**src/rtl/hyp_cordic_vector.sv**
```systemverilog
// hyp_cordic_vector: iterative hyperbolic CORDIC in vectoring mode (drives Y to 0, accumulates atanh in Z)
module hyp_cordic_vector #(
  parameter int DWIDTH = 16,
  parameter int FRAC   = 12,
  parameter int NITER  = 14
) (
  input  logic                     clk,
  input  logic                     rst,
  input  logic                     in_valid,
  output logic                     in_ready,
  input  logic signed [DWIDTH-1:0] Xin,
  input  logic signed [DWIDTH-1:0] Yin,
  input  logic signed [DWIDTH-1:0] Zin,
  output logic                     out_valid,
  input  logic                     out_ready,
  output logic signed [DWIDTH-1:0] Xout,
  output logic signed [DWIDTH-1:0] Zout,
  output logic                     err
);
  localparam int NSTEP = NITER + 1 + (NITER >= 13 ? 1 : 0);
  localparam int CW = $clog2(NSTEP + 1);
  typedef enum logic [1:0] {IDLE, RUN, DONE} state_t;
  state_t state;
  logic [CW-1:0] cnt, sh;
  logic signed [DWIDTH-1:0] x, y, z, t, xs, ys, xn, yn, zn;
  logic signed [DWIDTH:0] xe, ya;
  logic err_n;
  logic signed [DWIDTH-1:0] tab [1:NITER];
  function automatic logic signed [DWIDTH-1:0] atanh_q(input int i);
    real p, q, s;
    p = 1.0;
    for (int k = 0; k < i; k++) p = p / 2.0;
    q = p;
    s = 0.0;
    for (int k = 0; k < 24; k++) begin
      s = s + q / real'(2 * k + 1);
      q = q * p * p;
    end
    for (int k = 0; k < FRAC; k++) s = s * 2.0;
    return DWIDTH'($rtoi(s + 0.5));
  endfunction
  for (genvar i = 1; i <= NITER; i++) begin : g_tab
    localparam logic signed [DWIDTH-1:0] TV = atanh_q(i);
    assign tab[i] = TV;
  end
  assign in_ready  = (state == IDLE);
  assign out_valid = (state == DONE);
  // shift schedule with 4 and 13 repeated, one microrotation, and the domain check
  always_comb begin
    sh = cnt < CW'(4) ? cnt + CW'(1) : cnt <= CW'(13) ? cnt : cnt - CW'(1);
    t = '0;
    for (int k = 1; k <= NITER; k++) if (sh == CW'(k)) t = tab[k];
    xs = x >>> sh;
    ys = y >>> sh;
    xn = y[DWIDTH-1] ? x + ys : x - ys;
    yn = y[DWIDTH-1] ? y + xs : y - xs;
    zn = y[DWIDTH-1] ? z - t : z + t;
    xe = {Xin[DWIDTH-1], Xin};
    ya = Yin[DWIDTH-1] ? -{Yin[DWIDTH-1], Yin} : {Yin[DWIDTH-1], Yin};
    err_n = xe[DWIDTH] || (xe == '0) || (ya >= xe);
  end
  // control FSM and iteration registers
  always_ff @(posedge clk) begin
    if (rst) begin
      state <= IDLE;
      cnt   <= '0;
      x     <= '0;
      y     <= '0;
      z     <= '0;
      Xout  <= '0;
      Zout  <= '0;
      err   <= 1'b0;
    end else begin
      case (state)
        IDLE: if (in_valid) begin
          x     <= Xin;
          y     <= Yin;
          z     <= Zin;
          cnt   <= '0;
          err   <= err_n;
          state <= RUN;
        end
        RUN: begin
          x   <= xn;
          y   <= yn;
          z   <= zn;
          cnt <= cnt + CW'(1);
          if (cnt == CW'(NSTEP - 1)) begin
            Xout  <= xn;
            Zout  <= zn;
            state <= DONE;
          end
        end
        DONE: if (out_ready) state <= IDLE;
        default: state <= IDLE;
      endcase
    end
  end
endmodule

```
**config.mk**
```make
export PLATFORM = sky130hd
export DESIGN_NAME = hyp_cordic_vector
export DESIGN_NICKNAME = d
export VERILOG_FILES = /design/src/rtl/hyp_cordic_vector.sv
export SDC_FILE = /design/constraint.sdc
export NUM_CORES = 1
export LEC_CHECK = 0
export CAP_MARGIN = 20
export CORE_MARGIN = 2
export CORE_UTILIZATION = 62
export CTS_BUF_LIST = sky130_fd_sc_hd__clkbuf_8
export DETAILED_ROUTE_END_ITERATION = 8
export PLACE_DENSITY = 0.85
export SKIP_CTS_REPAIR_TIMING = 1
export SYNTH_ARGS = -nofsm -noshare
export SYNTH_HDL_FRONTEND = slang
export SYNTH_SLANG_ARGS = --single-unit
```
**constraint.sdc**
```tcl
create_clock -name clk -period 8.7 [get_ports clk]
set_input_delay 0.87 -clock clk [delete_from_list [all_inputs] [get_ports clk]]
set_output_delay 0.87 -clock clk [all_outputs]
set_load 0.05 [all_outputs]
```
== Yosys cells after proc, flatten, opt, wreduce, memory -nomap -nowiden ==
Cells that the tools add are included.

* Register bits after elaboration: 88
* Input port bits: 52
* Output and inout port bits: 35
* Logic and storage cells: 83

* Add/sub/neg operators: 9
* $lt $le $gt $ge: 3
* Equality and inequality tests: 20
* Shift operators: 2
* Multiplexer cells: 32
* Reductions and logical operators: 9

{| class="wikitable"
|+ Operators with widths
! cell !! number
|-
| $mux W16 || 19
|-
| $pmux W16 S2 || 3
|-
| $add A16 B16 Y16 || 3
|-
| $sub A16 B16 Y16 || 3
|-
| $eq A5 B4 Y1 const B || 8
|-
| $sshr A16 B5 Y16 || 2
|-
| $eq A5 B3 Y1 const B || 4
|-
| $ge A17 B16 Y1 || 1
|-
| $logic_not A17 Y1 || 1
|-
| $mux W17 || 1
|-
| $neg A17 Y17 || 1
|-
| $mux W5 || 3
|-
| $mux W12 || 1
|-
| $eq A5 B2 Y1 const B || 2
|-
| $pmux W5 S2 || 1
|-
| $mux W2 || 3
|-
| $pmux W2 S3 || 1
|-
| $reduce_and A2 Y1 || 3
|-
| $add A5 B1 Y5 const B || 1
|-
| $eq A5 B1 Y1 const B || 1
|-
| $le A5 B4 Y1 const B || 1
|-
| $lt A5 B3 Y1 const B || 1
|-
| $sub A5 B1 Y5 const B || 1
|-
| $ne A2 B2 Y1 const B || 2
|-
| other kinds (7) || 8
|}

== Logic depth before layout (Yosys ltp) ==
Gate-level depths: netlist of the first run.

* Word-level depth: 21
* Mapped depth: 31

== Least setup slack after synthesis of the first run ==
Ideal clock, no wire load.

* Kind: register to register
* Start point: register cnt[0]
* End point: register x[15]
* Library setup time: 0.133 ns
* Arrival time: 5.700 ns
* Data required time: 8.567 ns
* Setup slack: 2.867 ns
* Stages on the path, launching flop included: 28
* Path buffers: 4
* Clock period less this slack: 5.833 ns
* Path through: dfxtp_1 buf_6 inv_1 ha_1 and4_1 or2_1 buf_6 buf_6 buf_12 o311ai_4 o221ai_2 o32a_2 a21oi_1 ha_1 o31a_1 nor4b_4 inv_1 o32a_1 ha_1 and3_1 a21oi_1 a31oi_1 a31o_2 a21o_1 a21oi_1 and4b_1 a21oi_1 o2111ai_1

* Cells in the longest elaborated chain, start to end: 7
* Elaborated cells on any way between the ends: 11
* Those cells by class: 4 x add/sub; 2 x order compare; 1 x shift; 4 x mux

{| class="wikitable"
|+ Ends and longest elaborated chain
! what !! line !! source
|-
| from (decl) || 24 || <nowiki>logic [CW-1:0] cnt, sh;</nowiki>
|-
| from (signal assigned) || 87 || <nowiki>cnt <= cnt + CW'(1);</nowiki>
|-
| $sub A5 B1 Y5 / $le A5 B4 Y1 (equally long branches) || 50 || <nowiki>sh = cnt < CW'(4) ? cnt + CW'(1) : cnt <= CW'(13) ? cnt : cnt - CW'(1);</nowiki>
|-
| $mux W5 || 50 ||
|-
| $mux W5 * || 50 ||
|-
| $sshr A16 B5 Y16 * || 54 || <nowiki>ys = y >>> sh;</nowiki>
|-
| $sub A16 B16 Y16 / $add A16 B16 Y16 (equally long branches) || 55 || <nowiki>xn = y[DWIDTH-1] ? x + ys : x - ys;</nowiki>
|-
| $mux W16 * || 55 ||
|-
| $pmux W16 S2 * || 74 || <nowiki>case (state)</nowiki>
|-
| to (signal assigned) || 76 || <nowiki>x <= Xin;</nowiki>
|-
| to (signal assigned) || 84 || <nowiki>x <= xn;</nowiki>
|-
| to (decl) || 25 || <nowiki>logic signed [DWIDTH-1:0] x, y, z, t, xs, ys, xn, yn, zn;</nowiki>
|}

Every way passes the cells marked *; elsewhere a longest branch is shown, timed or not.
A chain may end at the register's enable or synchronous reset.

== Worst setup path after layout of the first run ==
Ends and elaborated chain as after synthesis.

==> impl_metrics.ini, run 1 <==
[run]
maxCapViolCount = 0

[timing]
hold_viol = 0
finClkSkew_ns = 0.0136
max_freq_mhz = 133
rsz0062_at_grt = no
fin_ws_ns = 1.19
fin_crit_sh_pct = 86.3
slew_headroom_pct = 29.7
post-route-min-period_ns = 7.51
whs_ns = 0.466
slew_violations = 0
setup_viol = 0
worstMarginPinSlew_ns = 1.05
fin_setup_tns_ns = 0

[setup_path]
worstPathRequired_ns = 8.95
max_stage_delay_ns = 0.79
cpMostUsedCell = a21oi_1
worstSetupPathType = reg -> reg
critical-path-slowest-cell = a21o_2
worstSetupEndpointType = register
worstPathArrival_ns = 7.76
crit_path_start_kind = register
path_max_fanout = 40

[floorplan]
rows = 45
die-width_um = 128
ios = 87
fp.coreArea_mm2 = 0.0151
initial_utilization_pct = 62.8
die_area_mm2 = 0.0163
die_h_um = 128

[detailed_routing]
met2WireLength_um = 14000
drt_first_pass_iters = 6
top_layer = met4
drc = 0
wl_um = 32900
post_drt_wl_per_cell_um = 21.7
drt_iter0_drc = 1365
drtAntennaViolNets = 0
wl_met1_um = 13600
dr_wl_met3_um = 3270
vias_per_cell = 6.88
num_vias = 10500

[layout]
synthToLayoutAreaGrowth_pct = 10.8
final_cell_count_no_fill = 1519
final-seq-area_mm2 = 0.00176
nFillCells = 1274
finalNetCount = 1451
drive_gt1_share_pct = 6.69
fin_area_mm2 = 0.0105
n_antenna_cell = 0
multi_input_area_mm2 = 0.00711

[synth]
async_flop_share_pct = 0
synth_ff_type = dfxtp_1
syn-instance-count = 1293
synth_commonest_cells = nand2_1, a21oi_1, nor2_1, dfxtp_1, ha_1
avgSynthCellArea_um2 = 7.33
synth_edf_count = 0
ys_seq_elements = 88
ys_top_cells_by_area = dfxtp_1, ha_1, a21oi_1
synth_warnings = 0
syn-num-nets = 1418
synth_most_common_cell = nand2_1
synth_top_area_cell = dfxtp_1
seq_area_frac_synth_pct = 18.6
synth_area_mm2 = 0.00948
yosys.area.top_type_share_pct = 18.6
synth.distinct_cells = 95

[global_route]
grt_pass1_vias = 9462
grt-ovfl-total = 0
antenna_found_initial = 0
grt_pass1_wl_um = 51300
grtUsageTotal_pct = 39.9
grt_max_degree = 59

[placed_design]
place.gp.congestion = 1.01
io_buffers = 86
pre_cts_ws_ns = 1.46
dp_cells = 1501
dpl.hpwl_um = 24500
placed_cell_area_mm2 = 0.0103

[clocking]
ctsLongestPathBuffers = 2
root_buffer = clkbuf_8
cts_tree = built
h-tree-depth = 3
cts_buffers = 9
cts_sinks = 88
clkSlewWorstSetupHoldPaths_ns = 0.10
clk-insertion-delay-late_ns = 0.40

[run_status]
status = finished clean

[pwr]
vdd_drop_max_v = 0.000143
cellLeakagePower_uw = 0.00407
powerDensity_mw_per_mm2 = 263

[worst_hold_path]
hold_path_class = reg -> reg
[through the flow]
step / utilization (%) / power, uW
3_5_place_dp: 68.0 / 2400
5_1_grt: 69.6 / 2950
4_1_cts: 69.3 / 2700
2_1_floorplan: - / 1940
3_3_place_gp: 68.0 / 2380
6_report: 69.6 / 2760
[sequential cells by signal, summed over array words and instances, names as in the netlist]
register	cells
Xout	16
z	16
y	16
x	16
cnt	5
err	1
Zout	16
state	2
[where the power goes]
group | internal, uW | leakage, uW | switching (uW)
Sequential | 456 | 0.000721 | 94.6
Combinational | 759 | 0.00325 | 1160
Clock | 113 | 0.000100 | 176
[per-layer routing]
layer,up-vias,global-route usage (%)
li1,4833,-
met1,4819,54.6
met2,670,59.8
met3,131,6.45
met4,0,22.4
met5,-,0
[path summary, 6_finish.rpt]
| kind | start | endpoint | slack [ns] | cells after the start |
|---|---|---|---|---|
| worst min-delay path | Xout[14] | Xout[14] | 0.47 | 2 |
| worst min register to register | Xout[14] | Xout[14] | 0.47 | 2 |
| worst max-delay path | cnt[0] | x[15] | 1.19 | 26 |
| worst max register to register | cnt[0] | x[15] | 1.19 | 26 |
[layout make-up]
class | instances | area share (%)
tap | 188 | 2.24
timing repair buffer | 107 | 9.91
sequential | 88 | 16.8
multi-input combinational | 1078 | 67.7
clock inverter | 7 | 0.655
inverter | 42 | 1.50
clock buffer | 9 | 1.18
[kinds of logic after synthesis]
family,after synthesis,synth area share [%]
AOI/OAI and AO/OA,425,30.8
xor gates and xnor gates,77,7.20
adders and majority gates,73,9.88
buffers and inverters,127,6.40
DFF,88,18.6
muxes,21,2.22
other,1,0.0396
and+or+nand+nor,481,24.9
[cell usage in the layout (no fill, tap or decap), types with 13 or more instances in the layout]
| cell | n |
|---|---|
| nand2_1 | 192 |
| a21oi_1 | 146 |
| nor2_1 | 112 |
| dfxtp_1 | 87 |
| clkdlybuf4s50_1 | 85 |
| ha_1 | 70 |
| xnor2_1 | 50 |
| o21ai_0 | 45 |
| inv_1 | 41 |
| a211oi_1 | 33 |
| nor3_1 | 30 |
| xor2_1 | 26 |
| nand4_1 | 23 |
| a22oi_1 | 23 |
| nand3_1 | 22 |
| a311oi_1 | 22 |
| mux2i_1 | 21 |
| buf_4 | 19 |
| o211ai_1 | 16 |
| a21o_1 | 14 |
| a31oi_1 | 13 |
[critical path: cells and delay by family (launching register included)]
family | cells | cell delay (ns)
buffers and inverters | 2 | 0.17
multiplexers | 1 | 0.52
adder cells (fa/ha/maj) | 3 | 0.81
flip-flops | 1 | 0.73
AND/OR/NAND/NOR | 6 | 1.21
AO/OA/AOI/OAI | 14 | 3.90
(Power assumes the default switching activity.)
==> run 2, diff against run 1 <==
--- a/config.mk
+++ b/config.mk
@@ -7,10 +7,10 @@
 export LEC_CHECK = 0
 export CAP_MARGIN = 20
 export CORE_MARGIN = 2
-export CORE_UTILIZATION = 62
+export CORE_UTILIZATION = 65
 export CTS_BUF_LIST = sky130_fd_sc_hd__clkbuf_8
 export DETAILED_ROUTE_END_ITERATION = 8
-export PLACE_DENSITY = 0.85
+export PLACE_DENSITY = 0.92
 export SKIP_CTS_REPAIR_TIMING = 1
 export SYNTH_ARGS = -nofsm -noshare
 export SYNTH_HDL_FRONTEND = slang
==> impl_metrics.ini, run 2 (same netlist as run 1, synthesis figures left out) <==
[run_status]
status = finished clean

[timing]
fin_setup_tns_ns = 0
post-route-min-period_ns = 7.63
setup_viol = 0
slew_headroom_pct = 24.8
slew_violations = 0
fin_ws_ns = 1.07
rsz0062_at_grt = no
worstMarginPinSlew_ns = 1.12
fin_crit_sh_pct = 87.7
hold_viol = 0
max_freq_mhz = 131
finClkSkew_ns = 0.0201

[floorplan]
die_area_mm2 = 0.0156
ios = 87
initial_utilization_pct = 65.9
die-width_um = 125
die_h_um = 125
fp.coreArea_mm2 = 0.0144
rows = 44

[clocking]
h-tree-depth = 3
root_buffer = clkbuf_8
cts_buffers = 9
clk-insertion-delay-late_ns = 0.41
clkSlewWorstSetupHoldPaths_ns = 0.11
ctsLongestPathBuffers = 2
cts_sinks = 88
cts_tree = built

[setup_path]
worstPathRequired_ns = 8.98
cp_num_buf_inv = 2
cpMostUsedCell = a21oi_1
path_max_fanout = 40
worstSetupPathType = reg -> reg
max_stage_delay_ns = 0.78
worstPathArrival_ns = 7.91
crit_path_start_kind = register
worstSetupEndpointType = register
critical-path-slowest-cell = a21o_2
path_delay_family = compound AO/OA/AOI/OAI gates

[detailed_routing]
num_vias = 10700
drc = 0
drt_iter0_drc = 1651
vias_per_cell = 7.07
drt_first_pass_iters = 6
wl_um = 34000
post_drt_wl_per_cell_um = 22.5
drtAntennaViolNets = 0

[global_route]
grt_pass1_vias = 9914
antenna_found_initial = 0
grtUsageTotal_pct = 42.2
grt-ovfl-total = 0
grt_max_degree = 91
grt_pass1_wl_um = 53000

[pwr]
vdd_drop_max_v = 0.000165
cellLeakagePower_uw = 0.00407
powerDensity_mw_per_mm2 = 268

[placed_design]
dpl.hpwl_um = 24900
dp_cells = 1497
io_buffers = 86
pre_cts_ws_ns = 1.34
place.gp.congestion = 1.05

[worst_hold_path]
hold_path_class = reg -> reg

[layout]
n_antenna_cell = 0
finalNetCount = 1451
final_cell_count_no_fill = 1515
final_common_cell = nand2_1
synthToLayoutAreaGrowth_pct = 10.8
drive_gt1_share_pct = 6.69
mostFrequentLayoutCells = nand2_1, a21oi_1, nor2_1, dfxtp_1, clkdlybuf4s50_1

[run]
maxCapViolCount = 0
==> run 2: final timing paths <==
check | cells after the start | start | endpoint | slack (ns)
worst max-delay path | 26 | cnt[0] | x[15] | 1.07
worst min-delay path | 2 | Xout[11] | Xout[11] | 0.46
worst max register to register | 26 | cnt[0] | x[15] | 1.07
worst min register to register | 2 | Xout[11] | Xout[11] | 0.46
==> run 2: layout make-up <==
cell class,instances,area (um^2)
Fill cell,1104,3870
Clock buffer,9,124
Inverter,42,158
Sequential cell,88,1760
Clock inverter,7,68.8
Multi-Input combinational cell,1078,7110
Timing Repair Buffer,107,1040
Tap cell,184,230
==> run 2: worst reg2reg max path, delay by kind of cell, from the launching register on <==
family | cells | cell delay [ns]
flip-flops | 1 | 0.75
AO/OA/AOI/OAI | 14 | 3.99
multiplexers | 1 | 0.50
adder cells (fa/ha/maj) | 3 | 0.82
buffers and inverters | 2 | 0.18
AND/OR/NAND/NOR | 6 | 1.25
==> run 2: power breakdown <==
group | internal [uW] | switching, uW | leakage (uW)
Clock | 114 | 188 | 0.000101
Sequential | 456 | 109 | 0.000721
Combinational | 761 | 1190 | 0.00325
==> run 2: layer usage <==
metal | track usage [%] | up-vias | share of wire [%]
met4 | 25.8 | 0 | 7.4
met1 | 55.9 | 4893 | 38
met2 | 63.8 | 805 | 43
met3 | 7.60 | 179 | 12
met5 | 0 | - | 0
li1 | - | 4837 | -
==> run 2: per-stage QoR <==
stage               utilization (%)  hold slack [ns]  total power, uW  instance area (um^2)
global placement               71.4            0.442             2380                 10300
finish                         73.1            0.461             2810                 10500
global route                   73.1            0.492             2970                 10500
detailed placement             71.4            0.446             2420                 10300
floorplan                         -            0.453             1940                  9480
CTS                            72.8            0.460             2730                 10500
